$ cat src/rtl/sha256_round_ctrl.sv
// SHA-256 compression sequencer: owns the 8x32 hash state H and steps the
// external round datapath through LOAD, ROUNDS x ROUND, UPDATE and DONE.
module sha256_round_ctrl #(
   parameter int ROUNDS = 64
) (
   input  logic              CLK,
   input  logic              RESET,
   input  logic              START,
   input  logic              FIRST_BLOCK,
   input  logic              ABORT,
   input  logic [31:0]       a,
   input  logic [31:0]       b,
   input  logic [31:0]       c,
   input  logic [31:0]       d,
   input  logic [31:0]       e,
   input  logic [31:0]       f,
   input  logic [31:0]       g,
   input  logic [31:0]       h,
   output logic [7:0][31:0]  H,
   output logic              SET_COMPRESSION,
   output logic              COMPRESSION_EN,
   output logic [5:0]        i,
   output logic              BUSY,
   output logic              DONE,
   output logic [31:0]       BLOCK_COUNT
);

   typedef enum logic [2:0] {
      S_IDLE,
      S_LOAD,
      S_ROUND,
      S_UPDATE,
      S_DONE
   } state_t;

   // Word 0 of H is the first word of the digest.
   localparam logic [7:0][31:0] IV = {
      32'h5be0cd19, 32'h1f83d9ab, 32'h9b05688c, 32'h510e527f,
      32'ha54ff53a, 32'h3c6ef372, 32'hbb67ae85, 32'h6a09e667
   };

   localparam logic [5:0] LAST_ROUND = 6'(ROUNDS - 1);

   state_t           state;
   logic [7:0][31:0] work;

   assign work = {h, g, f, e, d, c, b, a};

   // NOTE: every register here, including the eight H words, is assigned with <=
   // so all state updates on an edge see the pre-edge values of each other.
   always_ff @(posedge CLK or posedge RESET) begin
      if (RESET) begin
         state           <= S_IDLE;
         // NOTE: H is a small register file, not RAM, so it resets to the IV
         // like any other register.
         H               <= IV;
         i               <= '0;
         BLOCK_COUNT     <= '0;
         SET_COMPRESSION <= 1'b0;
         COMPRESSION_EN  <= 1'b0;
         BUSY            <= 1'b0;
         DONE            <= 1'b0;
      end else begin
         SET_COMPRESSION <= 1'b0;
         COMPRESSION_EN  <= 1'b0;
         DONE            <= 1'b0;
         i               <= '0;
         if (ABORT) begin
            // Abort beats START in IDLE and suppresses the H write in UPDATE.
            state <= S_IDLE;
            BUSY  <= 1'b0;
         end else begin
            case (state)
               S_IDLE: begin
                  if (START) begin
                     state           <= S_LOAD;
                     SET_COMPRESSION <= 1'b1;
                     BUSY            <= 1'b1;
                     if (FIRST_BLOCK) begin
                        H           <= IV;
                        BLOCK_COUNT <= '0;
                     end
                  end
               end
               S_LOAD: begin
                  state          <= S_ROUND;
                  COMPRESSION_EN <= 1'b1;
               end
               S_ROUND: begin
                  if (i == LAST_ROUND) begin
                     state <= S_UPDATE;
                  end else begin
                     COMPRESSION_EN <= 1'b1;
                     i              <= i + 6'd1;
                  end
               end
               S_UPDATE: begin
                  state       <= S_DONE;
                  DONE        <= 1'b1;
                  BLOCK_COUNT <= BLOCK_COUNT + 32'd1;
                  for (int k = 0; k < 8; k++) begin
                     H[k] <= H[k] + work[k];
                  end
               end
               S_DONE: begin
                  state <= S_IDLE;
                  BUSY  <= 1'b0;
               end
               default: begin
                  state <= S_IDLE;
                  BUSY  <= 1'b0;
               end
            endcase
         end
      end
   end

endmodule

$ cat config.mk
export PLATFORM = sky130hd
export DESIGN_NAME = sha256_round_ctrl
export DESIGN_NICKNAME = d
export VERILOG_FILES = /design/src/rtl/sha256_round_ctrl.sv
export SDC_FILE = /design/constraint.sdc
export NUM_CORES = 1
export LEC_CHECK = 0
export CAP_MARGIN = 20
export CORE_ASPECT_RATIO = 1.75
export CORE_UTILIZATION = 41
export CTS_BUF_LIST = sky130_fd_sc_hd__clkbuf_4
export DETAILED_ROUTE_END_ITERATION = 12
export PLACE_DENSITY = 0.76
export SKIP_CTS_REPAIR_TIMING = 1
export SLEW_MARGIN = 15
export SYNTH_ARGS = -nofsm -noshare
export SYNTH_HDL_FRONTEND = slang
export SYNTH_SLANG_ARGS = --single-unit
$ cat constraint.sdc
create_clock -name CLK -period 19.4 [get_ports CLK]
set_input_delay 5.82 -clock CLK [delete_from_list [all_inputs] [get_ports CLK]]
set_output_delay 5.82 -clock CLK [all_outputs]
set_load 0.01 [all_outputs]
==> summary.txt, run 1 <==
Setup path
  • Reg2reg end: H[158]
  • Critical path required time: 20,140 ps
  • Setup CP Type: in -> reg
  • CP cell instances: clkdlybuf4s50_1 > inv_1 > nor3_1 > nand2_1 > a21oi_4 > buf_4 > buf_4 > o221ai_1 > nor3_1
  • R2R setup slack: 15,720 ps
  • CP max-delay cell: a21oi_4
  • Maximum fanout along the worst path: 61
  • Crit path DAT: 9430 ps
  • R2R depth: 7
  • Type of origin of the critical path: input pin
  • CP endpoint kind: flop
  • Worst stage delay on the critical path: 800 ps
  • R2r startpoint: state[0]

Placed design
  • Gp weighted congestion: 0.933
  • PortBufs: 558
  • DP HPWL: 58.2 mm

Route
  • WL/cell: 19.5 um
  • Initial DRC Count: 994
  • Via count: 22,200
  • Detailed-route vias per instance: 5.59
  • Drt drc: 0
  • ANT nets after route: 0
  • Routed WL: 77.6 mm
  • Pre-antenna DRT Iters: 6

Layout
  • Total Nets Final: 3,720
  • Area grow syn2layout: 32.7%
  • Fraction of layout cells with a size suffix above 1: 0.0998
  • Most frequent cells in the layout: 558 x clkdlybuf4s50_1, 324 x a21oi_1, 250 x ha_1
  • Commonest non-fill, non-tap cell in the layout: clkdlybuf4s50_1

Power
  • Sw Share: 0.374
  • Sw Pwr: 941 uW
  • Sequential cell fraction of total power: 0.324
  • Peak supply drop: 0.0499 mV
  • Int Pwr: 1570 uW
  • Pleak: 0.0134 uW
  • Pwr Total: 2510 uW
  • Logic pwr share: 0.422
  • P per Cell Area: 82.9 nW/um2
  • Clock network fraction of design power: 0.254

Global routing
  • Initial antenna violation count: 18
  • Largest net degree at the start of global routing: 114
  • First-pass GRT wire length: 120 mm
  • Total congestion overflow: 0
  • Vias in the first global route: 22,300
  • GRT Resource Usage Total: 0.268

STA
  • Final hold viol count: 0
  • WHS: 499 ps
  • Finish-stage setup viols: 0
  • Max-slew violations: 0
  • Tcrit/Tclk final: 0.448
  • Slew HR: 0.339
  • Max Freq: 115 MHz
  • RSZ-0062 raised after global routing: no
  • Tmin final: 8690 ps
  • Setup TNS: 0 ps
  • Worst clock skew: 87.1 ps
  • Slew @ Worst Pin: 992 ps

Die
  • Die Wd: 180 um
  • Die area: 56,700 um2
  • Core area: 55,200 um2
  • I/O pins: 559
  • Die Ht: 314 um
  • Rows: 114
  • Initial core utilization: 0.414

Yosys
  • Post-synth EDFFs: 0
  • Mapped cell area: 22,800 um2
  • Synth unique cells: 74
  • Avg Synthesized Cell Area: 8.71 um2
  • Sequential share of the synthesized area: 0.337
  • Synth Flop Type: dfrtp_1
  • Synth warn: 0
  • Mapped Nets: 3,141
  • Post-synthesis cell count: 2,622
  • Synthesized flop and latch total: 301
  • Post-synthesis async set-or-reset flop share: 1.00

Clock tree
  • Max Root-Sink Buffers: 3
  • CTS buffer count: 81
  • Number of H-tree levels: 3
  • Reg clk slew, reported paths: 70 ps
  • CTS root buf: clkbuf_4
  • Clock tree sinks: 301
  • Clk_lat worst skew: 850 ps
  • TritonCTS clock tree: done

Worst hold path
  • Hold-critical path endpoint: i[0]
  • Hold Path Depth: 1
  • Min-delay worst type: reg -> reg
  • Hold path start: i[0]

Status
  • Outcome: completed

Flow run
  • Max-Cap Viols: 0
==> power by group through the flow <==
stage | clock network [uW] | registers (uW) | logic, uW
3_5_place_dp | 0 | 824 | 1050
4_1_cts | 660 | 815 | 1060
3_3_place_gp | 0 | 823 | 1040
5_1_grt | 690 | 824 | 1170
2_1_floorplan | 0 | 836 | 648
6_report | 638 | 815 | 1060
==> worst max path at each step <==
stage / from / end / slack (ps) / depth (start not counted)
finish: START / H[158] / 10710 / 9
detailed placement: START / H[158] / 9990 / 9
CTS: START / H[158] / 10880 / 9
global route: h[0] / H[242] / 10570 / 15
global placement: START / H[158] / 10000 / 9
floorplan: RESET / BLOCK_COUNT[0] / 5490 / 1
==> critical path, delay by kind of cell <==
kind | cells | cell delay (ps)
AO/OA/AOI/OAI | 2 | 1010
buffers and inverters | 4 | 1920
AND/OR/NAND/NOR | 3 | 500
==> area by class of cell <==
class                      count  area [um2]
antenna                       13        32.5
multi-input combinational   2160       14600
tap                          696         871
clock buffer                 127         953
inverter                      87         339
timing repair buffer         570        5680
fill                        5079       24900
sequential                   301        7700
clock inverter                22         164
==> layer usage <==
layer  wire length, um  track usage
met1             28800        0.277
met4              4920        0.176
met3              5760       0.0794
met5                79            0
met2             38100        0.470
==> Yosys cell counts (10+ instances only) <==
master     count  area (um2)
a2111oi_0     10        87.6
dfstp_2      136        3570
and3_1        36         225
o21bai_1      27         203
nor3_1        33         165
nand2_1      229         860
o22a_1        12         105
ha_1         250        3130
inv_1         87         327
a21o_1       121         908
o31ai_1       12        90.1
nand4_1       23         144
nand3_1       67         335
nor2b_1       29         181
a22o_1        10        87.6
xnor2_1      119        1040
o211ai_1      13        97.6
nor2_1       227         852
nand2b_1      39         244
a31oi_1       23         144
o21ai_0      214        1070
xor2_1       114         998
a21oi_1      325        1630
o21a_1        26         195
dfrtp_1      165        4130
o22ai_1       11        68.8
or3_1         22         138
clkbuf_1      65         244
==> per-stage QoR <==
step	utilization	cells	worst slack (ps)	instance area, um2
after floorplan	-	2622	5490	22800
after global placement	0.528	3814	10000	29200
after detailed placement	0.528	3814	9990	29200
after CTS	0.548	3963	10880	30300
after global routing	0.549	3975	10570	30300
final	0.549	3976	10710	30300
==> state kept, by name, indices dropped and copies added (netlist names) <==
signal and count:
state 3, DONE 1, BUSY 1, SET_COMPRESSION 1, BLOCK_COUNT 32, COMPRESSION_EN 1, i 6, H 256
==> cells by family after synthesis <==
kind of cell | after synthesis | share of synthesized area
AND/OR/NAND/NOR | 749 | 0.152
flip-flops | 301 | 0.337
AO/OA/AOI/OAI | 911 | 0.247
buffers and inverters | 161 | 0.0265
adder cells (fa/ha/maj) | 258 | 0.144
XOR/XNOR | 233 | 0.0894
multiplexers | 9 | 0.00400
(Power assumes the default switching activity.)
==> inputs of run 2 (changes only) <==
- PLACE_DENSITY: 0.76 -> 0.79
- clock period: 19.4 -> 7 ns (I/O delays scaled with it)
==> run 2 against run 1 <==
Clock power grew to 2.6 times the previous value. Largest power group unchanged. Critical endpoint is now H[94]. Clock-buffer cell count grew 2. Register-to-register slack lost 12000 ps.
==> summary.txt, run 2 (synthesis gave the netlist of run 1 again) <==
STA
  • Slew HR: 0.232 (was 0.339)
  • Slew @ Worst Pin: 1150 ps (was 992 ps)
  • Tmin final: 5000 ps
  • Worst clock skew: 82.5 ps (was 87.1 ps)
  • Tcrit/Tclk final: 0.714
  • Setup WS post-layout: 2000 ps (was 10,710 ps)
  • WHS: 499 ps (about the same)
  • Max-slew violations: 0 (unchanged)
  • Max Freq: 200 MHz
  • Finish-stage setup viols: 0 (unchanged)
  • Setup TNS: 0 ps (unchanged)
  • Final hold viol count: 0 (unchanged)
  • RSZ-0062 raised after global routing: no (unchanged)

Route
  • ANT nets after route: 0 (unchanged)
  • Via count: 22,400 (was 22,200)
  • WL/cell: 19.7 um (was 19.5 um)
  • Initial DRC Count: 1,056 (was 994)
  • Routed WL: 78.5 mm (was 77.6 mm)
  • Drt drc: 0 (unchanged)
  • Detailed-route vias per instance: 5.64 (was 5.59)
  • Pre-antenna DRT Iters: 5 (was 6)

Placed design
  • Cell total after placement: 3,812 (was 3,814)
  • DP HPWL: 58.8 mm (was 58.2 mm)
  • DP Worst Slack: 1290 ps (was 9990 ps)
  • Gp weighted congestion: 0.956 (was 0.933)
  • PortBufs: 558 (unchanged)

Power
  • Clock network fraction of design power: 0.242 (was 0.254)
  • Int Pwr: 4290 uW (was 1570 uW)
  • Sequential cell fraction of total power: 0.328 (was 0.324)
  • Sw Share: 0.375 (was 0.374)
  • Sw Pwr: 2580 uW (was 941 uW)
  • Peak supply drop: 0.138 mV (was 0.0499 mV)
  • P per Cell Area: 227 nW/um2 (was 82.9 nW/um2)
  • Pleak: 0.0134 uW (about the same)
  • Pwr Total: 6870 uW (was 2510 uW)
  • Logic pwr share: 0.430 (was 0.422)

Global routing
  • Initial antenna violation count: 20 (was 18)
  • GRT Resource Usage Total: 0.272 (was 0.268)
  • Vias in the first global route: 22,500 (was 22,300)
  • Largest net degree at the start of global routing: 154 (was 114)
  • Total congestion overflow: 0 (unchanged)
  • First-pass GRT wire length: 122 mm (was 120 mm)

Clock tree
  • Clock tree sinks: 301 (unchanged)
  • Number of H-tree levels: 3 (unchanged)
  • CTS buffer count: 79 (was 81)
  • Clk_lat worst skew: 820 ps (was 850 ps)
  • Max Root-Sink Buffers: 3 (unchanged)
  • TritonCTS clock tree: done (unchanged)
  • Reg clk slew, reported paths: 70 ps (about the same)
  • CTS root buf: clkbuf_4 (unchanged)

Setup path
  • CP cell instances: clkdlybuf4s50_1 > ha_1 > inv_1 > fa_1 > nor2b_1 > o21ai_1 > a21boi_0 > o41ai_1 > o21ai_1 > a31oi_1 > o31a_1 > nand2b_1 > o221ai_1 > xnor2_1 > o21ai_0 (was clkdlybuf4s50_1 > inv_1 > nor3_1 > nand2_1 > a21oi_4 > buf_4 > buf_4 > o221ai_1 > nor3_1)
  • Setup CP Type: in -> reg (unchanged)
  • Cell mode on critical path: o21ai_1
  • R2R depth: 14 (was 7)
  • Worst stage delay on the critical path: 480 ps (was 800 ps)
  • Crit path DAT: 5640 ps (was 9430 ps)
  • CP endpoint kind: flop (unchanged)
  • Type of origin of the critical path: input pin (unchanged)
  • Maximum fanout along the worst path: 4 (was 61)
  • CP max-delay cell: clkdlybuf4s50_1 (was a21oi_4)
  • Critical path required time: 7650 ps (was 20,140 ps)

Die
  • Initial core utilization: 0.414 (unchanged)
  • Die Wd: 180 um (unchanged)
  • Rows: 114 (unchanged)
  • Die Ht: 314 um (unchanged)
  • Core area: 55,200 um2 (unchanged)
  • Die area: 56,700 um2 (unchanged)
  • I/O pins: 559 (unchanged)

Worst hold path
  • Min-delay worst type: reg -> reg (unchanged)
  • Hold Path Depth: 1 (unchanged)

Status
  • Outcome: completed (unchanged)

Layout
  • Area grow syn2layout: 32.6% (was 32.7%)
  • Non-Filler Instances: 3,976 (unchanged)
  • Max reg flops: 256 (unchanged)
  • Top flop regs: H (256), BLOCK_COUNT (32), i (6) (unchanged)
  • Commonest non-fill, non-tap cell in the layout: clkdlybuf4s50_1 (unchanged)
  • Most frequent cells in the layout: 558 x clkdlybuf4s50_1, 324 x a21oi_1, 250 x ha_1 (unchanged)
  • Fillers: 5,015 (was 5,079)
  • Fraction of layout cells with a size suffix above 1: 0.0987 (was 0.0998)
  • Total Nets Final: 3,716 (was 3,720)
  • Top reg by flops: H (unchanged)

Flow run
  • Max-Cap Viols: 0 (unchanged)
==> run 2: worst max-delay path: cells and delay by family <==
kind                     cells  cell delay (ps)
AO/OA/AOI/OAI                8             1760
adder cells (fa/ha/maj)      2              750
buffers and inverters        2              580
AND/OR/NAND/NOR              2              320
XOR/XNOR                     1              140
==> run 2: layout make-up <==
type	instances	area, um2	area share
multi-input cells	2160	14600	0.481
flip-flops and latches	301	7700	0.254
repair buffers	568	5720	0.189
clock buffers	129	968	0.0320
well taps	696	871	0.0287
inverters	87	335	0.0111
clock inverters	19	93.8	0.00310
diodes	16	40.0	0.00132
==> run 2: layer usage <==
layer / global-route usage / up-vias / wire length (um)
li1: - / 10700 / -
met3: 0.0795 / 280 / 5930
met2: 0.469 / 832 / 37700
met1: 0.284 / 10600 / 29200
met5: 0 / - / 66
met4: 0.190 / 10 / 5550
==> run 2: through the flow <==
step	area, um2	util
global placement	29200	0.529
CTS	30300	0.548
global route	30300	0.549
floorplan	22800	-
finish	30300	0.549
detailed placement	29200	0.529
==> run 2: worst paths after layout <==
path                       startpoint  slack, ps     end
max                              c[0]       2000   H[94]
min                              i[0]        500    i[0]
max reg2reg                     H[64]       3440   H[94]
min reg2reg                      i[0]        500    i[0]
max in group asynchronous       RESET       4220   H[26]
min in group asynchronous       RESET       1750  H[181]
==> run 2: power groups by stage <==
stage	logic, uW	registers [uW]	clock network, uW
2_1_floorplan	1800	2320	0
3_3_place_gp	2880	2270	0
3_5_place_dp	2920	2280	0
4_1_cts	2940	2250	1720
5_1_grt	3240	2280	1810
6_report	2950	2250	1660
==> inputs of run 3 (changes only) <==
- PLACE_DENSITY: 0.79 -> 0.76
- clock period: 7 -> 5.2 ns (I/O delays scaled with it)
==> run 3 against run 2 <==
Sequential cell count stayed put. Register-to-register slack worse by 1800 ps. Setup slack worse by 1200 ps. Clock power is 42% higher. Clock skew is 25 ps lower. Die area stayed put. Critical path depth stayed put. Non-clock buffer count is 16 higher. Global-route usage is 0.32 points higher.
==> summary.txt, run 3 (synthesis gave the netlist of run 1 again) <==
Status
  • Outcome: completed (unchanged)

STA
  • Max-slew violations: 0 (unchanged)
  • RSZ-0062 raised after global routing: no (unchanged)
  • Slew HR: 0.340 (was 0.232)
  • Tcrit/Tclk final: 0.841
  • Max Freq: 229 MHz
  • Finish-stage setup viols: 0 (unchanged)
  • Slew @ Worst Pin: 990 ps (was 1150 ps)
  • Final hold viol count: 0 (unchanged)
  • Tmin final: 4370 ps
  • Worst clock skew: 57.6 ps (was 82.5 ps)

Route
  • Initial DRC Count: 1,049 (was 1,056)
  • ANT nets after route: 0 (unchanged)
  • Pre-antenna DRT Iters: 6 (was 5)
  • Drt drc: 0 (unchanged)
  • Detailed-route vias per instance: 5.62 (was 5.64)
  • Via count: 22,400 (about the same)
  • WL/cell: 19.8 um (was 19.7 um)
  • Routed WL: 79.2 mm (was 78.5 mm)

Power
  • P per Cell Area: 308 nW/um2 (was 227 nW/um2)
  • Pleak: 0.0135 uW (was 0.0134 uW)
  • Pwr Total: 9370 uW (was 6870 uW)
  • Peak supply drop: 0.210 mV (was 0.138 mV)

Clock tree
  • TritonCTS clock tree: done (unchanged)
  • CTS root buf: clkbuf_4 (unchanged)
  • CTS buffer count: 82 (was 79)
  • Clock tree sinks: 301 (unchanged)
  • Number of H-tree levels: 3 (unchanged)
  • Max Root-Sink Buffers: 3 (unchanged)
  • Clk_lat worst skew: 810 ps (was 820 ps)
  • Reg clk slew, reported paths: 60 ps (was 70 ps)

Setup path
  • R2r startpoint: H[65] (was H[64])
  • R2R depth: 13 (was 14)
  • Reg2reg end: H[94] (unchanged)
  • Crit path DAT: 5030 ps (was 5640 ps)
  • CP endpoint kind: flop (unchanged)
  • Maximum fanout along the worst path: 3 (was 4)
  • Critical path required time: 5860 ps (was 7650 ps)
  • R2R setup slack: 1660 ps (was 3440 ps)
  • Cell mode on critical path: o21ai_1 (unchanged)
  • Setup CP Type: in -> reg (unchanged)
  • Worst stage delay on the critical path: 500 ps (was 480 ps)
  • CP cell instances: clkdlybuf4s50_1 > ha_1 > inv_1 > fa_1 > nor2b_1 > o21ai_1 > a21boi_0 > o41ai_1 > o21ai_1 > a31oi_1 > o31a_1 > nand2b_1 > o221ai_1 > xnor2_1 > o21ai_0 (unchanged)
  • CP max-delay cell: clkdlybuf4s50_1 (unchanged)
  • Type of origin of the critical path: input pin (unchanged)

Worst hold path
  • Hold-critical path endpoint: i[0] (unchanged)
  • Min-delay worst type: reg -> reg (unchanged)
  • Hold Path Depth: 1 (unchanged)
  • Hold path start: i[0] (unchanged)

Global routing
  • Total congestion overflow: 0 (unchanged)
  • Vias in the first global route: 22,900 (was 22,500)
  • Largest net degree at the start of global routing: 109 (was 154)
  • Initial antenna violation count: 20 (unchanged)
  • GRT Resource Usage Total: 0.275 (was 0.272)
  • First-pass GRT wire length: 123 mm (was 122 mm)

Placed design
  • Cell total after placement: 3,828 (was 3,812)
  • Gp weighted congestion: 0.956 (about the same)
  • DP HPWL: 59.6 mm (was 58.8 mm)
  • PortBufs: 558 (unchanged)

Die
  • Die area: 56,700 um2 (unchanged)
  • Die Wd: 180 um (unchanged)
  • I/O pins: 559 (unchanged)
  • Core area: 55,200 um2 (unchanged)
  • Die Ht: 314 um (unchanged)
  • Rows: 114 (unchanged)
  • Initial core utilization: 0.414 (unchanged)

Layout
  • Fillers: 5,062 (was 5,015)
  • Most frequent cells in the layout: 558 x clkdlybuf4s50_1, 324 x a21oi_1, 250 x ha_1 (unchanged)
  • Max reg flops: 256 (unchanged)
  • Area grow syn2layout: 33.4% (was 32.6%)
  • Commonest non-fill, non-tap cell in the layout: clkdlybuf4s50_1 (unchanged)
  • Top reg by flops: H (unchanged)
  • Non-Filler Instances: 3,994 (was 3,976)
  • Fraction of layout cells with a size suffix above 1: 0.100 (was 0.0987)
  • Total Nets Final: 3,735 (was 3,716)
  • Post-layout util: 0.552 (was 0.549)
  • Top flop regs: H (256), BLOCK_COUNT (32), i (6) (unchanged)

Flow run
  • Max-Cap Viols: 0 (unchanged)
==> run 3: layout make-up <==
cell class              instances  area (um2)  share of cell area
diodes                         17        42.5             0.00140
clock buffers                 118         886              0.0291
clock inverters                31         211             0.00694
inverters                      87         335              0.0110
multi-input cells            2160       14600               0.478
flip-flops and latches        301        7700               0.253
well taps                     696         871              0.0286
repair buffers                584        5860               0.192
==> run 3: critical path, delay by kind of cell <==
kind                       cells  cell delay (ps)
buffers and inverters          2              560
xor gates and xnor gates       1              140
AOI/OAI and AO/OA              8             1710
adders and majority gates      2              680
and+or+nand+nor                2              360
==> run 3: power breakdown <==
| group | total (uW) | switching (uW) | internal (uW) |
|---|---|---|---|
| registers | 3050 | 302 | 2750 |
| clock network | 2350 | 1150 | 1200 |
| logic | 3980 | 2060 | 1920 |
==> run 3: stage by stage <==
step	setup TNS (ps)	hold slack, ps	setup slack [ps]	area, um2
2_1_floorplan	-41250	511	-250	22800
4_1_cts	0	511	943	30400
3_3_place_gp	0	491	101	29300
5_1_grt	0	529	613	30500
6_report	0	503	828	30500
3_5_place_dp	0	502	106	29300
==> run 3: routing by layer <==
| layer | GRT usage | vias up | routed length (um) |
|---|---|---|---|
| li1 | - | 10800 | - |
| met1 | 0.285 | 10700 | 29000 |
| met2 | 0.489 | 775 | 39700 |
| met3 | 0.0694 | 238 | 5360 |
| met4 | 0.186 | 8 | 5130 |
| met5 | 0 | - | 56 |
==> run 3: worst max-delay path by stage <==
stage | slack (ps) | depth (start not counted) | end | start
3_3_place_gp | 100 | 15 | H[242] | h[0]
4_1_cts | 940 | 15 | H[242] | h[0]
3_5_place_dp | 110 | 15 | H[94] | c[0]
2_1_floorplan | -250 | 1 | BLOCK_COUNT[0] | RESET
5_1_grt | 610 | 15 | H[242] | h[0]
6_report | 830 | 15 | H[94] | c[0]
